$ cat src/rtl/regfile_wb_sched_pkg.sv
// Shared constants, source-select and round-robin pointer types, and the
// register hazard check for the writeback scheduler.
package regfile_wb_pkg;

  localparam int AW   = 6;
  localparam int DW   = 32;
  localparam int NREG = 2 ** AW;

  typedef enum logic [1:0] {
    WB_NONE,
    WB_ALU,
    WB_DIV,
    WB_LD
  } wb_src_t;

  typedef enum logic {
    RR_DIV,
    RR_LD
  } rr_ptr_t;

  // A register is hazardous while its long op is outstanding or while its
  // write still sits in a port register, so issue only ever reads committed data.
  function automatic logic hz(
    input logic [NREG-1:0] sb,
    input logic [AW-1:0]   a,
    input logic            dwen_n,
    input logic [AW-1:0]   dwa,
    input logic            swen_n,
    input logic [AW-1:0]   swa
  );
    return sb[a] | (~dwen_n & (dwa == a)) | (~swen_n & (swa == a));
  endfunction

endpackage

$ cat src/rtl/regfile_wb_sched_if.sv
// Bus bundle between issue/divide/memory requesters and the writeback
// scheduler; master drives requests, slave is the scheduler.
interface regfile_wb_sched_if;
  import regfile_wb_pkg::*;

  logic          alu_wen;
  logic [AW-1:0] alu_wa;
  logic [DW-1:0] alu_wd;

  logic          div_req;
  logic [AW-1:0] div_wa;
  logic [DW-1:0] div_wd;
  logic          div_ack;

  logic          ld_req;
  logic [AW-1:0] ld_wa;
  logic [DW-1:0] ld_wd;
  logic          ld_ack;

  logic          iss_valid;
  logic [AW-1:0] iss_srca;
  logic [AW-1:0] iss_dsta;
  logic          iss_lng;
  logic          stall;

  logic [AW-1:0] dstwa;
  logic [DW-1:0] dstwd;
  logic          dstrwen_n;
  logic [AW-1:0] srcwa;
  logic [DW-1:0] srcwd;
  logic          srcrwen_n;

  logic [15:0]   stall_cnt;

  modport master (
    output alu_wen, alu_wa, alu_wd,
    output div_req, div_wa, div_wd,
    output ld_req, ld_wa, ld_wd,
    output iss_valid, iss_srca, iss_dsta, iss_lng,
    input  div_ack, ld_ack, stall,
    input  dstwa, dstwd, dstrwen_n, srcwa, srcwd, srcrwen_n,
    input  stall_cnt
  );

  modport slave (
    input  alu_wen, alu_wa, alu_wd,
    input  div_req, div_wa, div_wd,
    input  ld_req, ld_wa, ld_wd,
    input  iss_valid, iss_srca, iss_dsta, iss_lng,
    output div_ack, ld_ack, stall,
    output dstwa, dstwd, dstrwen_n, srcwa, srcwd, srcrwen_n,
    output stall_cnt
  );

endinterface

$ cat src/rtl/regfile_wb_sched_rr_arb.sv
// Two-way round-robin arbiter between divider and load results for the
// src write port; hold_i freezes the pointer when both requesters are served.
//
// state  | meaning
// RR_DIV | divider wins a tie next
// RR_LD  | load wins a tie next
module wb_rr_arb
  import regfile_wb_pkg::*;
(
  input  logic clk,
  input  logic resetl,
  input  logic req_div_i,
  input  logic req_ld_i,
  input  logic hold_i,
  output logic gnt_div_o,
  output logic gnt_ld_o
);

  rr_ptr_t ptr_q, ptr_d;

  always_ff @(posedge clk or negedge resetl) begin
    if (!resetl) ptr_q <= RR_DIV;
    else         ptr_q <= ptr_d;
  end

  always_comb begin
    gnt_div_o = 1'b0;
    gnt_ld_o  = 1'b0;
    ptr_d     = ptr_q;
    if (req_div_i && req_ld_i) begin
      if (ptr_q == RR_DIV) gnt_div_o = 1'b1;
      else                 gnt_ld_o  = 1'b1;
    end else begin
      gnt_div_o = req_div_i;
      gnt_ld_o  = req_ld_i;
    end
    // Pointer moves to whoever did not win; both-served cycles leave it alone.
    if (!hold_i) begin
      if (gnt_div_o)     ptr_d = RR_LD;
      else if (gnt_ld_o) ptr_d = RR_DIV;
    end
  end

endmodule

$ cat src/rtl/regfile_wb_sched.sv
// Writeback scheduler and hazard scoreboard for the dual-write-port register
// file. Optional stall statistics counter built when WB_STALLCNT_EN is defined.
module regfile_wb_sched
  import regfile_wb_pkg::*;
(
  input  logic               clk,
  input  logic               resetl,
  regfile_wb_sched_if.slave  bus
);

  logic          gnt_div, gnt_ld;
  logic          both_sec, dup_wa, dst_we, issue_lng, stall;
  wb_src_t       dst_sel, src_sel;
  logic [AW-1:0] dst_wa_d, src_wa_d;
  logic [DW-1:0] dst_wd_d, src_wd_d;

  logic          dst_wen_n_q, src_wen_n_q;
  logic [AW-1:0] dst_wa_q, src_wa_q;
  logic [DW-1:0] dst_wd_q, src_wd_q;
  logic [NREG-1:0] sb_q, sb_d;

  assign both_sec = ~bus.alu_wen & bus.div_req & bus.ld_req;
  assign dup_wa   = both_sec & (bus.div_wa == bus.ld_wa);

  wb_rr_arb u_arb (
    .clk       (clk),
    .resetl    (resetl),
    .req_div_i (bus.div_req),
    .req_ld_i  (bus.ld_req),
    .hold_i    (both_sec),
    .gnt_div_o (gnt_div),
    .gnt_ld_o  (gnt_ld)
  );

  // ALU owns dst when present; otherwise the arbitration loser borrows it.
  always_comb begin
    dst_sel = WB_NONE;
    src_sel = WB_NONE;
    if (gnt_div)     src_sel = WB_DIV;
    else if (gnt_ld) src_sel = WB_LD;
    if (bus.alu_wen)   dst_sel = WB_ALU;
    else if (both_sec) dst_sel = gnt_div ? WB_LD : WB_DIV;
  end

  assign bus.div_ack = (src_sel == WB_DIV) | (dst_sel == WB_DIV);
  assign bus.ld_ack  = (src_sel == WB_LD)  | (dst_sel == WB_LD);
  // Same-address double ack: only the src-port write survives.
  assign dst_we      = (dst_sel != WB_NONE) & ~dup_wa;

  always_comb begin
    dst_wa_d = '0;
    dst_wd_d = '0;
    src_wa_d = '0;
    src_wd_d = '0;
    case (dst_sel)
      WB_ALU:  begin dst_wa_d = bus.alu_wa; dst_wd_d = bus.alu_wd; end
      WB_DIV:  begin dst_wa_d = bus.div_wa; dst_wd_d = bus.div_wd; end
      WB_LD:   begin dst_wa_d = bus.ld_wa;  dst_wd_d = bus.ld_wd;  end
      default: ;
    endcase
    case (src_sel)
      WB_DIV:  begin src_wa_d = bus.div_wa; src_wd_d = bus.div_wd; end
      WB_LD:   begin src_wa_d = bus.ld_wa;  src_wd_d = bus.ld_wd;  end
      default: ;
    endcase
  end

  assign stall = bus.iss_valid &
                 (hz(sb_q, bus.iss_srca, dst_wen_n_q, dst_wa_q, src_wen_n_q, src_wa_q) |
                  hz(sb_q, bus.iss_dsta, dst_wen_n_q, dst_wa_q, src_wen_n_q, src_wa_q));
  assign issue_lng = bus.iss_valid & ~stall & bus.iss_lng;

  // Set after clear so a new long op to a just-retired register stays pending.
  always_comb begin
    sb_d = sb_q;
    if (bus.div_ack) sb_d[bus.div_wa] = 1'b0;
    if (bus.ld_ack)  sb_d[bus.ld_wa]  = 1'b0;
    if (issue_lng)   sb_d[bus.iss_dsta] = 1'b1;
  end

  always_ff @(posedge clk or negedge resetl) begin
    if (!resetl) begin
      dst_wen_n_q <= 1'b1;
      src_wen_n_q <= 1'b1;
      dst_wa_q    <= '0;
      dst_wd_q    <= '0;
      src_wa_q    <= '0;
      src_wd_q    <= '0;
      sb_q        <= '0;
    end else begin
      dst_wen_n_q <= ~dst_we;
      src_wen_n_q <= (src_sel == WB_NONE);
      if (dst_we) begin
        dst_wa_q <= dst_wa_d;
        dst_wd_q <= dst_wd_d;
      end
      if (src_sel != WB_NONE) begin
        src_wa_q <= src_wa_d;
        src_wd_q <= src_wd_d;
      end
      sb_q <= sb_d;
    end
  end

  assign bus.stall     = stall;
  assign bus.dstrwen_n = dst_wen_n_q;
  assign bus.dstwa     = dst_wa_q;
  assign bus.dstwd     = dst_wd_q;
  assign bus.srcrwen_n = src_wen_n_q;
  assign bus.srcwa     = src_wa_q;
  assign bus.srcwd     = src_wd_q;

`ifdef WB_STALLCNT_EN
  logic [15:0] stall_cnt_q, stall_cnt_d;

  always_comb begin
    stall_cnt_d = stall_cnt_q;
    if (stall && (stall_cnt_q != 16'hFFFF)) stall_cnt_d = stall_cnt_q + 16'd1;
  end

  always_ff @(posedge clk or negedge resetl) begin
    if (!resetl) stall_cnt_q <= 16'h0000;
    else         stall_cnt_q <= stall_cnt_d;
  end

  assign bus.stall_cnt = stall_cnt_q;
`else
  assign bus.stall_cnt = 16'h0000;
`endif

endmodule
$ cat src/flat_wrapper.sv
// flat-port wrapper written by rule: the top's interface ports become plain ports
module regfile_wb_sched_flat import regfile_wb_pkg::*;
  (clk, resetl, bus_alu_wen, bus_alu_wa, bus_alu_wd, bus_div_req, bus_div_wa, bus_div_wd, bus_ld_req, bus_ld_wa, bus_ld_wd, bus_iss_valid, bus_iss_srca, bus_iss_dsta, bus_iss_lng, bus_div_ack, bus_ld_ack, bus_stall, bus_dstwa, bus_dstwd, bus_dstrwen_n, bus_srcwa, bus_srcwd, bus_srcrwen_n, bus_stall_cnt);
  regfile_wb_sched_if bus_i ();
  input  logic clk;
  input  logic resetl;
  input wire logic [$bits(bus_i.alu_wen)-1:0] bus_alu_wen;
  input wire logic [$bits(bus_i.alu_wa)-1:0] bus_alu_wa;
  input wire logic [$bits(bus_i.alu_wd)-1:0] bus_alu_wd;
  input wire logic [$bits(bus_i.div_req)-1:0] bus_div_req;
  input wire logic [$bits(bus_i.div_wa)-1:0] bus_div_wa;
  input wire logic [$bits(bus_i.div_wd)-1:0] bus_div_wd;
  input wire logic [$bits(bus_i.ld_req)-1:0] bus_ld_req;
  input wire logic [$bits(bus_i.ld_wa)-1:0] bus_ld_wa;
  input wire logic [$bits(bus_i.ld_wd)-1:0] bus_ld_wd;
  input wire logic [$bits(bus_i.iss_valid)-1:0] bus_iss_valid;
  input wire logic [$bits(bus_i.iss_srca)-1:0] bus_iss_srca;
  input wire logic [$bits(bus_i.iss_dsta)-1:0] bus_iss_dsta;
  input wire logic [$bits(bus_i.iss_lng)-1:0] bus_iss_lng;
  output wire logic [$bits(bus_i.div_ack)-1:0] bus_div_ack;
  output wire logic [$bits(bus_i.ld_ack)-1:0] bus_ld_ack;
  output wire logic [$bits(bus_i.stall)-1:0] bus_stall;
  output wire logic [$bits(bus_i.dstwa)-1:0] bus_dstwa;
  output wire logic [$bits(bus_i.dstwd)-1:0] bus_dstwd;
  output wire logic [$bits(bus_i.dstrwen_n)-1:0] bus_dstrwen_n;
  output wire logic [$bits(bus_i.srcwa)-1:0] bus_srcwa;
  output wire logic [$bits(bus_i.srcwd)-1:0] bus_srcwd;
  output wire logic [$bits(bus_i.srcrwen_n)-1:0] bus_srcrwen_n;
  output wire logic [$bits(bus_i.stall_cnt)-1:0] bus_stall_cnt;
  assign bus_i.alu_wen = bus_alu_wen;
  assign bus_i.alu_wa = bus_alu_wa;
  assign bus_i.alu_wd = bus_alu_wd;
  assign bus_i.div_req = bus_div_req;
  assign bus_i.div_wa = bus_div_wa;
  assign bus_i.div_wd = bus_div_wd;
  assign bus_i.ld_req = bus_ld_req;
  assign bus_i.ld_wa = bus_ld_wa;
  assign bus_i.ld_wd = bus_ld_wd;
  assign bus_i.iss_valid = bus_iss_valid;
  assign bus_i.iss_srca = bus_iss_srca;
  assign bus_i.iss_dsta = bus_iss_dsta;
  assign bus_i.iss_lng = bus_iss_lng;
  assign bus_div_ack = bus_i.div_ack;
  assign bus_ld_ack = bus_i.ld_ack;
  assign bus_stall = bus_i.stall;
  assign bus_dstwa = bus_i.dstwa;
  assign bus_dstwd = bus_i.dstwd;
  assign bus_dstrwen_n = bus_i.dstrwen_n;
  assign bus_srcwa = bus_i.srcwa;
  assign bus_srcwd = bus_i.srcwd;
  assign bus_srcrwen_n = bus_i.srcrwen_n;
  assign bus_stall_cnt = bus_i.stall_cnt;
  regfile_wb_sched u_core (.clk(clk), .resetl(resetl), .bus(bus_i));
endmodule
$ cat config.mk
export PLATFORM = sky130hd
export DESIGN_NAME = regfile_wb_sched_flat
export DESIGN_NICKNAME = d
export VERILOG_FILES = /design/src/rtl/regfile_wb_sched_pkg.sv /design/src/rtl/regfile_wb_sched_if.sv /design/src/rtl/regfile_wb_sched_rr_arb.sv /design/src/rtl/regfile_wb_sched.sv /design/src/flat_wrapper.sv
export SDC_FILE = /design/constraint.sdc
export NUM_CORES = 1
export LEC_CHECK = 0
export BUFFER_PORTS_ARGS = -buffer_cell sky130_fd_sc_hd__buf_4
export CAP_MARGIN = 10
export CORE_UTILIZATION = 40
export CTS_BUF_LIST = sky130_fd_sc_hd__clkbuf_16
export DETAILED_ROUTE_END_ITERATION = 8
export SETUP_SLACK_MARGIN = 0.3
export SLEW_MARGIN = 15
export SYNTH_ARGS = -nofsm -noshare
export SYNTH_HDL_FRONTEND = slang
export SYNTH_SLANG_ARGS = --single-unit
$ cat constraint.sdc
create_clock -name clk -period 2.9 [get_ports clk]
set_clock_uncertainty 0.1 [all_clocks]
set_input_delay 0.29 -clock clk [delete_from_list [all_inputs] [get_ports clk]]
set_output_delay 0.29 -clock clk [all_outputs]
set_load 0.01 [all_outputs]
==> results.yml, run 1 <==
run_status:
  run_status: "complete, but fails checks"
  violations: "setup timing"
logic_synthesis:
  syn_inst: 939
  synth_edf_count: 0
  yosysMostFrequentCell: "dfrtp_1"
  synth_common_cells: "dfrtp_1, nor2_1, nand2_1, a22oi_1, clkbuf_1"
  yosysSeqAreaShare_pct: 40.3
  async_flop_share_pct: 100
  synth_area_mm2: 0.00889
  synth_warnings: 0
  ys.flop_type: "dfrtp_1"
  ys_ff_latch: 143
  synthTopCellsByArea: "dfrtp_1, mux4_2, nor2_1"
  synth_cell_types: 49
  synth_top_area_share_pct: 39.7
  postSynthAreaPerCell_um2: 9.47
  yosysTopAreaCell: "dfrtp_1"
grt:
  grt_pass1_wl_mm: 54.8
  track_usage_pct: 32.3
  grt.overflow.total: 0
  grt_pass1_vias: 9242
  grt_start_max_net_pins: 78
  antenna_found_initial: 0
clocking:
  cts_max_path_buffers: 2
  numClockSinks: 143
  cts_buffers: 17
  cts.clk_slew.worst_paths_ns: 0.06
  htree_levels: 4
  clk_latency_ns: 0.44
  cts_tree: "built"
  cts_root_buffer: "clkbuf_16"
setup_path:
  worstPathCellList: "mux4_2, nor3b_1, a31oi_1, o32ai_1, nor4_1, nand4_1, buf_4, o21a_1, buf_4"
  critical_path.startpoint: "u_core.sb_q[28]"
  cp.depth: 9
  endpoint_kind: "output port"
  crit_arrival_ns: 2.68
  critPathSlowestCell: "mux4_2"
  crit_path_max_incr_delay_ns: 0.46
  rr_startpoint: "u_core.sb_q[28]"
  reg2reg_depth: 12
  required_ns: 2.51
  cpMostUsedCell: "buf_4"
  start_kind: "register"
  cp_max_fo: 3
  regToRegSetupSlack_ns: 0
  path_buf_inv: 2
  path_class: "register to output port"
  path_delay_family: "simple AND/OR/NAND/NOR gates"
floorplan:
  fp.coreArea_mm2: 0.0218
  die_y_um: 151
  die_x_um: 151
  start_util_pct: 40.7
  io_pins: 230
  die_area_mm2: 0.0228
  rows: 54
worst_hold_path:
  min_from: "bus_div_wd[31]"
  hold_path_class: "input pin to register"
  holdPathStages: 3
pwr:
  p_per_area_mw_per_mm2: 546
  vdd_drop_max_uv: 312
  power_mw: 6.90
  p_leak_nw: 5.29
sta:
  max_freq_ghz: 0.326
  hold_viol_final: 0
  drv_slew: 0
  slew_headroom_pct: 28.8
  setup_tns_ns: -0.172
  final-setup-viol-count: 1
  holdWs_ns: 0.00616
  setup_slack_ns: -0.172
  grt_setup_unrepaired: "true"
  finalCritPeriodShare_pct: 106
  min_period_ns: 3.07
  worst_pin_slew_ns: 1.07
run:
  cap_violations: 0
route:
  dr.pass1.iters: 9
  drt_iter0_drc: 1019
  routed_wl_mm: 37.4
  via_per_inst: 6.46
  num_vias: 9400
  drcViolationCount: 0
  wl_per_cell_um: 25.7
  drtAntennaViolNets: 0
placement:
  port_buffers: 213
  place_congestion: 0.961
  dpl_cell_area_mm2: 0.0109
  place_hpwl_mm: 24.1
  dpl_worst_slack_ns: 0.102
  dpl.cell_count: 1396
cells_and_area:
  finish.utilization_pct: 57.9
  drive_above_1_share_pct: 37.8
  final_area_mm2: 0.0126
  syn_to_final_growth_pct: 42.1
  diodes: 0
  layout.nets: 1298
  finalNonFillerCells: 1456
==> final timing paths <==
kind | to
max in group asynchronous | u_core.sb_q[34]
setup reg to reg | u_core.sb_q[41]
setup / recovery | bus_stall
min in group asynchronous | u_core.bus.dstwd[29]
hold / removal | u_core.bus.srcwd[31]
hold reg to reg | u_core.bus.srcwd[23]
==> kinds of logic after synthesis <==
logic type	after synthesis	share of synthesized area (%)
multiplexers	72	12.3
XOR/XNOR	31	3.05
flip-flops	143	40.3
AO/OA/AOI/OAI	272	23.4
buffers and inverters	109	5.73
AND/OR/NAND/NOR	311	15.2
other	1	0.0422
==> worst register-to-register path, stage by stage (launching register included) <==
cell     delay (ns)
dfrtp_1        0.41
mux4_2         0.46
nor3b_1        0.15
a31oi_1        0.17
o32ai_1        0.10
nor4_1         0.30
nand4_1        0.18
buf_4          0.18
buf_4          0.13
buf_12         0.14
buf_8          0.14
buf_12         0.13
o41ai_4        0.21
==> layout make-up <==
cell class / count / area [um^2]
repair buffers: 294 / 2450
inverters: 7 / 26.3
clock buffers: 17 / 425
clock inverters: 13 / 178
flip-flops and latches: 143 / 3580
fillers: 1885 / 9190
multi-input cells: 702 / 5620
well taps: 280 / 350
==> power breakdown <==
part / switching [mW] / internal (mW) / leakage, nW / total, mW
Combinational: 1.07 / 0.980 / 3.21 / 2.05
Clock: 0.983 / 1.37 / 0.289 / 2.35
Sequential: 0.246 / 2.25 / 1.78 / 2.50
==> metal layers <==
layer / wire length [um] / track usage, % / part of all wire [%] / vias to the layer above
li1: - / - / - / 4011
met1: 14100 / 40.1 / 38 / 4635
met2: 17700 / 52.3 / 47 / 626
met3: 4070 / 10.2 / 11 / 128
met4: 1510 / 12.3 / 4.1 / 0
met5: 0 / 0 / 0 / -
==> cell usage in the layout (no fill, tap or decap), types with 6 or more instances in the layout <==
cell type,n
mux4_2,26
clkbuf_16,20
nand2_1,94
nand3_1,13
nor3_1,13
nor2b_1,6
inv_1,7
a22oi_1,59
dfrtp_1,141
nand4_1,8
xnor2_1,17
a21oi_1,43
o41ai_4,7
mux2i_1,8
buf_4,262
mux2_2,38
nand2b_1,10
nor2_1,137
buf_12,7
a222oi_1,38
dlygate4sd3_1,17
o41ai_2,15
nor3b_1,8
o22ai_1,38
conb_1,16
o31ai_4,39
xor2_1,14
nor4_1,6
==> timing repair <==
| item | in CTS | in global routing |
|---|---|---|
| pin swaps | 27 | 23 |
| hold endpoints to repair | 73 | 0 |
| resized for setup | 56 | 63 |
| hold buffers | 17 | 0 |
| setup endpoints to repair | 17 | 65 |
| buffers inserted | 5 | 2 |
| cloned | 2 | 4 |
==> flip-flops by register name, summed over array words and instances (netlist names) <==
name / count
u_core.u_arb.ptr_q: 1
u_core.bus.dstwd: 32
u_core.bus.srcwa: 6
u_core.bus.srcwd: 32
u_core.bus.dstwa: 6
u_core.bus.dstrwen_n: 1
u_core.sb_q: 64
u_core.bus.srcrwen_n: 1
Note: power is estimated with default switching activity, not from simulation.
==> run 2, diff against run 1 <==
--- a/config.mk
+++ b/config.mk
@@ -6,9 +6,9 @@
 export NUM_CORES = 1
 export LEC_CHECK = 0
-export BUFFER_PORTS_ARGS = -buffer_cell sky130_fd_sc_hd__buf_4
 export CAP_MARGIN = 10
 export CORE_UTILIZATION = 40
 export CTS_BUF_LIST = sky130_fd_sc_hd__clkbuf_16
 export DETAILED_ROUTE_END_ITERATION = 8
+export DONT_BUFFER_PORTS = 1
 export SETUP_SLACK_MARGIN = 0.3
 export SLEW_MARGIN = 15
==> constraint.sdc (replaced) <==
create_clock -name clk -period 2.9 [get_ports clk]
set_clock_uncertainty 0.1 [all_clocks]
set_input_delay 0.435 -clock clk [delete_from_list [all_inputs] [get_ports clk]]
set_output_delay 0.435 -clock clk [all_outputs]
set_load 0.01 [all_outputs]
==> results.yml, run 2 (synthesized netlist as in run 1, its figures left out) <==
placement:
  place_hpwl_mm: 21.5
  place_congestion: 0.867
  port_buffers: 0
pwr:
  p_seq_share_pct: 40.8
  clkPwrFrac_pct: 37.3
  p_leak_nw: 4.19
  internal-power_mw: 4.27
  p_comb_share_pct: 21.8
  vdd_drop_max_uv: 377
  p_per_area_mw_per_mm2: 587
  power_mw: 6.31
  power.switching_mw: 2.05
  switching_share_pct: 32.4
route:
  drcViolationCount: 8
  routed_wl_mm: 33.8
  wl_per_cell_um: 27.7
  drt-met1-wl_mm: 12.7
  via_per_inst: 6.76
  num_vias: 8246
  routed.top_layer: "met4"
  wl_met3_mm: 3.95
  drt_iter0_drc: 966
  drtAntennaViolNets: 0
  dr.pass1.iters: 9
  wl_met2_mm: 16.2
sta:
  grt_setup_unrepaired: "true"
  hold_viol_final: 143
  holdWs_ns: -0.393
  setup_slack_ns: -0.116
  setup_tns_ns: -0.116
  finalCritPeriodShare_pct: 104
  final-setup-viol-count: 1
  drv_slew: 0
  min_period_ns: 3.02
  slew_headroom_pct: 40.0
  worst_pin_slew_ns: 0.898
  max_freq_ghz: 0.332
setup_path:
  regToRegSetupSlack_ns: 0.04
  r2r-end: "u_core.sb_q[26]"
  start_kind: "register"
  cp_max_fo: 3
  endpoint_kind: "output port"
  rr_startpoint: "u_core.sb_q[26]"
  path_class: "register to output port"
  crit_arrival_ns: 2.48
  reg2reg_depth: 12
  required_ns: 2.37
cells_and_area:
  largest_register_ffs: 64
  top_register: "u_core.sb_q"
  drive_above_1_share_pct: 23.8
  fillCellCount: 2006
  layout.nets: 1060
  diodes: 0
  finish.utilization_pct: 49.3
  layout_commonest_cell: "dfrtp_1"
  layout_common_cells: "dfrtp_1, nor2_1, nand2_1, a22oi_1, a21oi_1"
  syn_to_final_growth_pct: 21.0
grt:
  grt.overflow.total: 0
  track_usage_pct: 29.8
  antenna_found_initial: 0
  grt_pass1_vias: 8206
  grt_pass1_wl_mm: 50.1
  grt_start_max_net_pins: 144
run:
  cap_violations: 0
floorplan:
  die_x_um: 151
  start_util_pct: 40.7
  fp.coreArea_mm2: 0.0218
  die_y_um: 151
  rows: 54
  die_area_mm2: 0.0228
  io_pins: 230
clocking:
  numClockSinks: 143
  htree_levels: 4
  cts_max_path_buffers: 2
  cts_root_buffer: "clkbuf_16"
  cts_hold_repair.buffers: 2
  cts_tree: "built"
  clk_latency_ns: 0.43
  cts.clk_slew.worst_paths_ns: 0.06
  cts_buffers: 17
run_status:
  violations: "DRC, hold timing, setup timing"
  run_status: "complete, but fails checks"
worst_hold_path:
  hold_path_class: "input pin to asynchronous set/reset pin"
-- run 2: cell count changes in the layout (fill, tap and decap cells not counted), sizes merged --
| cell | change |
|---|---|
| inv | +4 |
| clkinv | -1 |
| bufinv | -1 |
| buf | -221 |
| clkbuf | -2 |
| dlygate4sd3 | -15 |
-- run 2: through the flow --
stage | setup WS [ns] | cell area (um^2) | std cells
3_5_place_dp | 0.167 | 9110 | 1167
4_1_cts | -0.115 | 10400 | 1218
5_1_grt | -0.263 | 10800 | 1220
2_1_floorplan | 0.155 | 8980 | 954
6_report | -0.116 | 10800 | 1220
3_3_place_gp | 0.169 | 9110 | 1167
-- run 2: cell type report --
class                   count  area (um^2)  area share, %
multi-input cells         702         5540           51.5
clock buffers              17          425           3.95
clock inverters            15          194           1.80
flip-flops and latches    143         3580           33.3
repair buffers             56          641           5.95
inverters                   7         26.3          0.244
well taps                 280          350           3.26
-- run 2: worst max-delay path by stage --
| stage | from | end | slack, ns |
|---|---|---|---|
| 6_report | u_core.sb_q[26] | bus_stall | -0.12 |
| 5_1_grt | u_core.sb_q[30] | bus_stall | -0.26 |
| 4_1_cts | u_core.sb_q[8] | bus_stall | -0.11 |
| 3_5_place_dp | bus_iss_dsta[1] | bus_stall | 0.17 |
| 3_3_place_gp | bus_iss_dsta[1] | bus_stall | 0.17 |
| 2_1_floorplan | bus_iss_dsta[1] | bus_stall | 0.15 |
-- run 2: critical path, stage by stage, from the launching register on --
cell	delay [ns]
dfrtp_1	0.40
mux4_2	0.45
nor3b_1	0.15
a31oi_1	0.16
o32ai_2	0.10
nor4_2	0.27
nand4_1	0.16
buf_6	0.16
o21a_1	0.19
-- run 2: power by group through the flow --
| stage | Combinational (mW) | Clock, mW | Sequential [mW] |
|---|---|---|---|
| 5_1_grt | 1.47 | 2.47 | 2.60 |
| 4_1_cts | 1.20 | 2.37 | 2.57 |
| 2_1_floorplan | 0.847 | 0 | 2.50 |
| 3_5_place_dp | 0.923 | 0 | 2.61 |
| 3_3_place_gp | 0.901 | 0 | 2.61 |
| 6_report | 1.38 | 2.36 | 2.58 |
-- run 2: what timing repair did --
item	CTS	global route
gates resized for setup	69	47
setup buffers	12	1
endpoints found under the setup margin	25	65
endpoints found under the hold margin	145	143
pin swaps	32	11
cloned	5	1
-- run 2: per-layer routing --
| metal | GRT usage [%] | vias up |
|---|---|---|
| li1 | - | 3526 |
| met5 | 0 | - |
| met2 | 47.5 | 540 |
| met1 | 36.5 | 4090 |
| met3 | 11.0 | 90 |
| met4 | 11.6 | 0 |
